$ cat config.mk
export PLATFORM = sky130hd
export DESIGN_NAME = mem_bus_arbiter
export DESIGN_NICKNAME = d
export VERILOG_FILES = /design/src/rtl/mem_bus_arbiter.sv
export SDC_FILE = /design/constraint.sdc
export NUM_CORES = 1
export LEC_CHECK = 0
export CAP_MARGIN = 20
export CORE_ASPECT_RATIO = 1.1
export CORE_MARGIN = 1
export CORE_UTILIZATION = 45
export DETAILED_ROUTE_END_ITERATION = 10
export PLACE_DENSITY = 0.91
export SKIP_LAST_GASP = 1
export SLEW_MARGIN = 10
export SYNTH_ARGS = -nofsm -noshare
export SYNTH_HDL_FRONTEND = slang
export SYNTH_SLANG_ARGS = --single-unit
$ cat constraint.sdc
create_clock -name i_clk -period 4.14 [get_ports i_clk]
set_input_delay 0.828 -clock i_clk [delete_from_list [all_inputs] [get_ports i_clk]]
set_output_delay 0.828 -clock i_clk [all_outputs]
set_load 0.005 [all_outputs]
$ cat src/rtl/mem_bus_arbiter.sv
// mem_bus_arbiter: round-robin arbiter sharing one 16-bit memory bus between CPU (port 0) and DMA (port 1).
// Optional bus timeout enabled by defining MEM_BUS_ARBITER_TIMEOUT_EN.
module mem_bus_arbiter #(
    parameter int WAIT_STATES    = 1,
    parameter int TIMEOUT_CYCLES = 15
) (
    input  logic        i_clk,
    input  logic        i_rst_n,
    input  logic        i_cpu_req,
    input  logic        i_cpu_we,
    input  logic [15:0] i_cpu_addr,
    input  logic [15:0] i_cpu_wdata,
    output logic [15:0] o_cpu_rdata,
    output logic        o_cpu_ack,
    input  logic        i_dma_req,
    input  logic        i_dma_we,
    input  logic [15:0] i_dma_addr,
    input  logic [15:0] i_dma_wdata,
    output logic [15:0] o_dma_rdata,
    output logic        o_dma_ack,
    output logic        o_mem_rd,
    output logic        o_mem_wr,
    output logic [15:0] o_mem_addr,
    output logic [15:0] o_mem_wdata,
    input  logic [15:0] i_mem_rdata,
    input  logic        i_mem_ready,
    output logic        o_busy,
    output logic        o_err
);
    typedef enum logic [1:0] {S_IDLE, S_ACCESS, S_DONE} state_t;

    state_t      r_state;
    logic        r_ptr;
    logic        r_owner;
    logic [3:0]  r_cnt;
    logic        r_mem_rd;
    logic        r_mem_wr;
    logic [15:0] r_mem_addr;
    logic [15:0] r_mem_wdata;
    logic [15:0] r_cpu_rdata;
    logic [15:0] r_dma_rdata;
    logic        r_cpu_ack;
    logic        r_dma_ack;
    logic        r_busy;

    logic        w_req;
    logic        w_grant;
    logic        w_we;
    logic [15:0] w_addr;
    logic [15:0] w_wdata;
    logic        w_tout;
    logic        w_fin;
    logic [15:0] w_fin_data;

    // Grant selection: a lone requester wins, a tie goes to the priority pointer
    always_comb begin
        w_req      = i_cpu_req | i_dma_req;
        w_grant    = (i_cpu_req & i_dma_req) ? r_ptr : i_dma_req;
        w_we       = w_grant ? i_dma_we    : i_cpu_we;
        w_addr     = w_grant ? i_dma_addr  : i_cpu_addr;
        w_wdata    = w_grant ? i_dma_wdata : i_cpu_wdata;
        w_fin      = (r_cnt == 4'd0) && (i_mem_ready || w_tout);
        w_fin_data = w_tout ? 16'hFFFF : (r_mem_wr ? 16'h0000 : i_mem_rdata);
    end

`ifdef MEM_BUS_ARBITER_TIMEOUT_EN
    logic [7:0] r_to;
    logic       r_err;

    assign w_tout = (r_cnt == 4'd0) && !i_mem_ready && (r_to == 8'(TIMEOUT_CYCLES - 1));
    assign o_err  = r_err;

    // Count consecutive not-ready cycles once wait states are spent; flag the abort in the DONE cycle
    always_ff @(posedge i_clk or negedge i_rst_n) begin
        if (!i_rst_n) begin
            r_to  <= 8'd0;
            r_err <= 1'b0;
        end else begin
            r_to  <= (r_state == S_ACCESS && r_cnt == 4'd0 && !i_mem_ready) ? r_to + 8'd1 : 8'd0;
            r_err <= (r_state == S_ACCESS) && w_tout;
        end
    end
`else
    logic w_unused_timeout;

    assign w_tout           = 1'b0;
    assign o_err            = 1'b0;
    assign w_unused_timeout = ^TIMEOUT_CYCLES;
`endif

    // Access sequencer: grant and latch in IDLE, strobe through ACCESS, acknowledge in DONE
    always_ff @(posedge i_clk or negedge i_rst_n) begin
        if (!i_rst_n) begin
            r_state     <= S_IDLE;
            r_ptr       <= 1'b0;
            r_owner     <= 1'b0;
            r_cnt       <= 4'd0;
            r_mem_rd    <= 1'b0;
            r_mem_wr    <= 1'b0;
            r_mem_addr  <= 16'h0000;
            r_mem_wdata <= 16'h0000;
            r_cpu_rdata <= 16'h0000;
            r_dma_rdata <= 16'h0000;
            r_cpu_ack   <= 1'b0;
            r_dma_ack   <= 1'b0;
            r_busy      <= 1'b0;
        end else begin
            case (r_state)
                S_IDLE: begin
                    if (w_req) begin
                        r_state     <= S_ACCESS;
                        r_owner     <= w_grant;
                        r_ptr       <= !w_grant;
                        r_cnt       <= 4'(WAIT_STATES);
                        r_mem_rd    <= !w_we;
                        r_mem_wr    <= w_we;
                        r_mem_addr  <= w_addr;
                        r_mem_wdata <= w_we ? w_wdata : 16'h0000;
                        r_busy      <= 1'b1;
                    end
                end
                S_ACCESS: begin
                    if (r_cnt != 4'd0) begin
                        r_cnt <= r_cnt - 4'd1;
                    end else if (w_fin) begin
                        r_state     <= S_DONE;
                        r_mem_rd    <= 1'b0;
                        r_mem_wr    <= 1'b0;
                        r_mem_addr  <= 16'h0000;
                        r_mem_wdata <= 16'h0000;
                        if (r_owner) begin
                            r_dma_rdata <= w_fin_data;
                            r_dma_ack   <= 1'b1;
                        end else begin
                            r_cpu_rdata <= w_fin_data;
                            r_cpu_ack   <= 1'b1;
                        end
                    end
                end
                S_DONE: begin
                    r_state   <= S_IDLE;
                    r_cpu_ack <= 1'b0;
                    r_dma_ack <= 1'b0;
                    r_busy    <= 1'b0;
                end
                default: r_state <= S_IDLE;
            endcase
        end
    end

    assign o_cpu_rdata = r_cpu_rdata;
    assign o_cpu_ack   = r_cpu_ack;
    assign o_dma_rdata = r_dma_rdata;
    assign o_dma_ack   = r_dma_ack;
    assign o_mem_rd    = r_mem_rd;
    assign o_mem_wr    = r_mem_wr;
    assign o_mem_addr  = r_mem_addr;
    assign o_mem_wdata = r_mem_wdata;
    assign o_busy      = r_busy;
endmodule

==> out/qor.yml, run 1 <==
wirelength_um: 8380
ys_seq_area_frac: 0.561
grt_pass1_vias: 2747
synthTopCellsByCount: "dfrtp_1 (77), mux2_2 (23), o21ai_0 (20), nand3_1 (19), nor2b_1 (17)"
synth-async-reset-ratio: 1.00
worstMarginPinSlew_ns: 0.999
synth_area_leaders: "dfrtp_1 (56%), mux2_2 (7.5%), a221o_1 (4.7%)"
drive_gt1_frac: 0.135
layout.nets: 515
setup_viol: 0
antenna_found_initial: 0
clock_skew_ns: 0.0108
crit_fanout: 18
drtAntennaViolNets: 0
fin_hold_ws_ns: 0.490
core_area_um2: 7430
ys.flop_type: "dfrtp_1"
pre_cts_ws_ns: 1.26
synthCells: 275
grt_max_degree: 78
power_density_nw_per_um2: 630
grt_remaining_overflow: 0
clock_path_buffers: 2
synth_largest_area_cell: "dfrtp_1"
cts.sinks: 77
fin_util: 0.703
die_x_um: 85.3
syn2layout_area_growth_pct: 52.3
synth.avg_cell_area_um2: 12.5
yosysMostFrequentCell: "dfrtp_1"
fmax_ghz: 0.392
ctsResizeCount: 0
p_sw_mw: 1.01
dpl.hpwl_um: 6040
placed_cell_area_um2: 5020
viasPerCell: 5.30
drtIter0Drc: 87
dieArea_um2: 7980
cp-end-kind: "register"
p_comb_frac: 0.435
instances_no_fill: 518
pin_count: 157
post-cts-setup-buffers: 0
h-tree-depth: 3
setup_tns_ns: 0
p_leak_nw: 2.38
power_frac_clock: 0.170
dr.pass1.iters: 6
hold_viol: 0
start_util: 0.462
io_buffers: 155
final-max-slew-violation-count: 0
setup_ws_ns: 1.59
power_frac_seq: 0.395
status: "complete, no violations"
ctsHoldBuffers: 0
synth_area_um2: 3430
post-route-period-util: 0.616
arrival_ns: 2.78
synth-edff-count: 0
syn_nets: 364
synth_warnings: 0
rows: 33
dpl.cell_count: 501
fin_crit_ns: 2.55
relSlewSlack: 0.332
fin_area_um2: 5230
hp-class: "reg2reg"
yosysUniqueCellTypes: 39
crit_required_ns: 4.37
cts-root-buf: "clkbuf_8"
gp_congestion: 0.733
wl_per_cell_um: 16.2
cts_buffers: 9
vias: 2747
p_total_mw: 3.29
ys_ff_latch: 77
drc: 0
synth_top_area_frac: 0.561
cellInternalPower_mw: 2.28
timing_worst_setup_path_type: "in2reg"
drv_cap: 0
regArea_um2: 1930
n_antenna_cell: 0
clk_latency_ns: 0.33
cts_tree: "done"
rsz0062_at_grt: "no"
multi_input_area_um2: 1420
cp-start-kind: "input port"
swShare: 0.306
grt_usage: 0.212
die_height_um: 93.6
r2r_setup_slack_ns: 1.64
grt_pass1_wl_um: 13100
ir_drop_mv: 0.273
fillCellCount: 521
clk_pin_slew_ns: 0.08
==> critical path, cell delays in order <==
cell and delay (ns):
clkdlybuf4s50_1 0.62, nand2b_1 0.13, nand2_1 0.68, a21boi_0 0.29, o21ai_0 0.23
==> cells in the final DEF, fill, tap and decap left out, drive strengths merged <==
master         count
o21ai             21
nor2               6
or2                1
o21a               2
a221o             16
o2bb2ai            1
clkinv             2
dfrtp             77
xor2               1
bufinv             1
nor3b              1
nor3               3
conb               1
clkinvlp           3
buf                3
nand3b             3
nor2b             17
mux2              32
a21oi              3
ha                 2
clkdlybuf4s50    154
nand3             20
a31oi              2
clkbuf            10
o31ai              1
a21boi             1
and3              16
nand2b             2
nand2              7
and2b              1
a22o               1
a21o               1
inv                3
mux2i             16
==> cell families after synthesis <==
logic type	synth area share
other	0.00109
buffers and inverters	0.0284
muxes	0.161
DFF	0.561
xor gates and xnor gates	0.00255
AOI/OAI and AO/OA	0.102
adders and majority gates	0.00729
and+or+nand+nor	0.136
==> path summary, 6_finish.rpt <==
check	from	endpoint	cells past startpoint
worst min register to register	o_dma_ack	o_dma_ack	2
max in group asynchronous	i_rst_n	r_owner	1
worst max register to register	r_cnt[0]	o_cpu_rdata[15]	6
worst max-delay path	i_cpu_req	o_mem_wr	5
min in group asynchronous	i_rst_n	o_mem_wdata[0]	1
worst min-delay path	o_dma_ack	o_dma_ack	2
==> routing by layer <==
metal	vias to the layer above	global-route usage	part of all wire
met5	-	0	0
met4	0	0.0833	0.016
met3	11	0.0485	0.060
met2	115	0.372	0.52
met1	1327	0.254	0.41
li1	1294	-	-
==> registers in the layout, indices dropped and copies added, names as in the netlist <==
register	flops
o_cpu_rdata	16
o_dma_rdata	16
o_mem_addr	16
o_mem_wdata	16
r_cnt	4
r_state	2
o_busy	1
o_cpu_ack	1
o_dma_ack	1
o_mem_rd	1
o_mem_wr	1
r_owner	1
r_ptr	1
==> power by group through the flow <==
stage | sequential (mW) | combinational [mW] | clock (mW)
final | 1.30 | 1.43 | 0.560
after global routing | 1.34 | 1.56 | 0.602
after CTS | 1.30 | 1.45 | 0.576
after detailed placement | 1.31 | 1.44 | 0
after global placement | 1.29 | 1.38 | 0
after floorplan | 1.28 | 0.656 | 0
==> final cells by class <==
class                      instances  area share
inverter                           3     0.00215
clock buffer                      10      0.0263
sequential                        77       0.369
timing repair buffer             157       0.299
clock inverter                     6      0.0120
tap                               87      0.0208
multi-input combinational        178       0.271
(Power assumes the default switching activity.)
==> run 2: changes to the inputs <==
--- a/config.mk
+++ b/config.mk
@@ -8,9 +8,9 @@
 export CAP_MARGIN = 20
 export CORE_ASPECT_RATIO = 1.1
 export CORE_MARGIN = 1
-export CORE_UTILIZATION = 45
+export CORE_UTILIZATION = 42
 export DETAILED_ROUTE_END_ITERATION = 10
-export PLACE_DENSITY = 0.91
+export PLACE_DENSITY = 0.86
 export SKIP_LAST_GASP = 1
 export SLEW_MARGIN = 10
 export SYNTH_ARGS = -nofsm -noshare
==> constraint.sdc (replaced) <==
create_clock -name i_clk -period 2.39 [get_ports i_clk]
set_input_delay 0.478 -clock i_clk [delete_from_list [all_inputs] [get_ports i_clk]]
set_output_delay 0.478 -clock i_clk [all_outputs]
set_load 0.005 [all_outputs]
==> run 2 against run 1 <==
Clock power up 71%; highest routed layer unchanged; clock skew decreased by 0.0024 ns; final area is 2.2% higher; global-route usage shrank 0.19 points; final cell count up 5.6%; wire length grew 1.5%; sequential power rose by 69%; first-iteration DRC count is 2.3% lower; critical path type unchanged; count of clock-buffer cells in the layout unchanged.
==> out/qor.yml, run 2 (same netlist as run 1, synthesis figures left out) <==
arrival_ns: 2.38  # was 2.78 ns
die_x_um: 88.2  # was 85.3 um
cp_top_family: "simple AND/OR/NAND/NOR gates"  # unchanged
clock_skew_ns: 0.00840  # was 0.0108 ns
fin_hold_ws_ns: 0.106  # was 0.490 ns
p_total_mw: 5.75  # was 3.29 mW
crit_path_cell_trace: "clkdlybuf4s50_1 > nand3_1 > nor2_1 > a221o_1"  # was clkdlybuf4s50_1 > nand2b_1 > nand2_1 > a21boi_0 > o21ai_0
io_buffers: 155  # unchanged
dieArea_um2: 8540  # was 7980 um^2
pin_count: 157  # unchanged
crit_required_ns: 2.66  # was 4.37 ns
cts_tree: "done"  # unchanged
die_height_um: 96.8  # was 93.6 um
grt_pass1_wl_um: 13800  # was 13100 um
grt_usage: 0.211  # was 0.212
worstMarginPinSlew_ns: 1.00  # was 0.999 ns
slowest_delay_ns: 0.79  # was 0.68 ns
clock_path_buffers: 2  # unchanged
dpl.cell_count: 530  # was 501
core_area_um2: 7910  # was 7430 um^2
drv_cap: 0  # unchanged
final-max-slew-violation-count: 0  # unchanged
drtAntennaViolNets: 0  # unchanged
layout.nets: 523  # was 515
dpl.hpwl_um: 6280  # was 6040 um
antenna_found_initial: 0  # unchanged
status: "complete, no violations"  # unchanged
ctsHoldBuffers: 0  # unchanged
final_common_cell: "clkdlybuf4s50_1"  # unchanged
rows: 34  # was 33
cts.sinks: 77  # unchanged
fin_util: 0.675  # was 0.703
ctsResizeCount: 0  # unchanged
post-cts-setup-buffers: 0  # unchanged
power_density_nw_per_um2: 1080  # was 630 nW/um^2
path_buf_inv: 1  # unchanged
drc: 0  # unchanged
dr.pass1.iters: 4  # was 6
wirelength_um: 8510  # was 8380 um
instances_no_fill: 547  # was 518
ir_drop_mv: 0.442  # was 0.273 mV
post-route-period-util: 0.880
setup_viol: 0  # unchanged
crit_fanout: 16  # was 18
viasPerCell: 5.13  # was 5.30
cts_buffers: 9  # unchanged
grt_max_degree: 54  # was 78
hold_viol: 0  # unchanged
fmax_ghz: 0.475
drtIter0Drc: 85  # was 87
fin_crit_ns: 2.10
drive_gt1_frac: 0.148  # was 0.135
clk_pin_slew_ns: 0.08  # about the same
clk_latency_ns: 0.35  # was 0.33 ns
grt_remaining_overflow: 0  # unchanged
grt_pass1_vias: 2914  # was 2747
cp-start-kind: "input port"  # unchanged
hp-class: "in2async"  # was reg2reg
placed_cell_area_um2: 5140  # was 5020 um^2
relSlewSlack: 0.329  # was 0.332
critPathSlowestCell: "nor2_1"  # was nand2_1
h-tree-depth: 3  # unchanged
rsz0062_at_grt: "no"  # unchanged
fin_area_um2: 5340  # was 5230 um^2
start_util: 0.434  # was 0.462
cts-root-buf: "clkbuf_8"  # unchanged
mostFrequentLayoutCells: "clkdlybuf4s50_1 (154), dfrtp_1 (77), mux2_2 (23), o21ai_0 (20), nand3_1 (19)"  # unchanged
wl_per_cell_um: 15.6  # was 16.2 um
timing_worst_setup_path_type: "in2reg"  # unchanged
gp_congestion: 0.748  # was 0.733
p_leak_nw: 2.43  # was 2.38 nW
n_antenna_cell: 0  # unchanged
syn2layout_area_growth_pct: 55.6  # was 52.3%
vias: 2806  # was 2747
cp-end-kind: "register"  # unchanged
==> run 2: worst reg2reg max path: stages (launching register included) <==
cell	delay, ns
dfrtp_1	0.44
nor2_1	0.32
o21ai_4	0.10
nor2_1	0.78
a221o_1	0.30
==> run 2: where the power goes <==
| group | total [mW] | leakage (nW) | switching (mW) | internal, mW |
|---|---|---|---|---|
| clock network | 0.959 | 0.0923 | 0.478 | 0.481 |
| logic | 2.59 | 1.35 | 0.948 | 1.65 |
| registers | 2.20 | 0.986 | 0.339 | 1.86 |
==> run 2: metrics by stage <==
stage / setup WS (ns) / TNS [ns]
3_5_place_dp: -0.0519 / -0.523
2_1_floorplan: 0.502 / 0
4_1_cts: 0.244 / 0
5_1_grt: 0.129 / 0
3_3_place_gp: 0.0955 / 0
6_report: 0.286 / 0
==> run 2: layout make-up <==
class                      instances  area (um^2)
fill                             596         2570
multi-input combinational        178         1420
timing repair buffer             165         1660
clock inverter                     6         63.8
tap                              108          135
inverter                           3         11.3
sequential                        77         1930
clock buffer                      10          128
==> run 2: final timing paths <==
check	from	to	slack (ns)	cells past startpoint
hold reg to reg	o_cpu_ack	o_cpu_ack	0.50	1
min in group i_clk	o_cpu_ack	o_cpu_ack	0.50	1
hold / removal	i_rst_n	o_cpu_rdata[15]	0.11	1
setup / recovery	i_dma_req	o_mem_wdata[6]	0.29	4
setup reg to reg	r_state[1]	o_mem_wdata[6]	0.38	4
max in group asynchronous	i_rst_n	o_mem_wdata[14]	1.70	2
==> run 2: routing by layer <==
layer	vias up	GRT usage	part of all wire
li1	1311	-	-
met1	1339	0.237	0.39
met2	136	0.370	0.52
met3	20	0.0555	0.068
met4	0	0.0844	0.025
met5	-	0	0
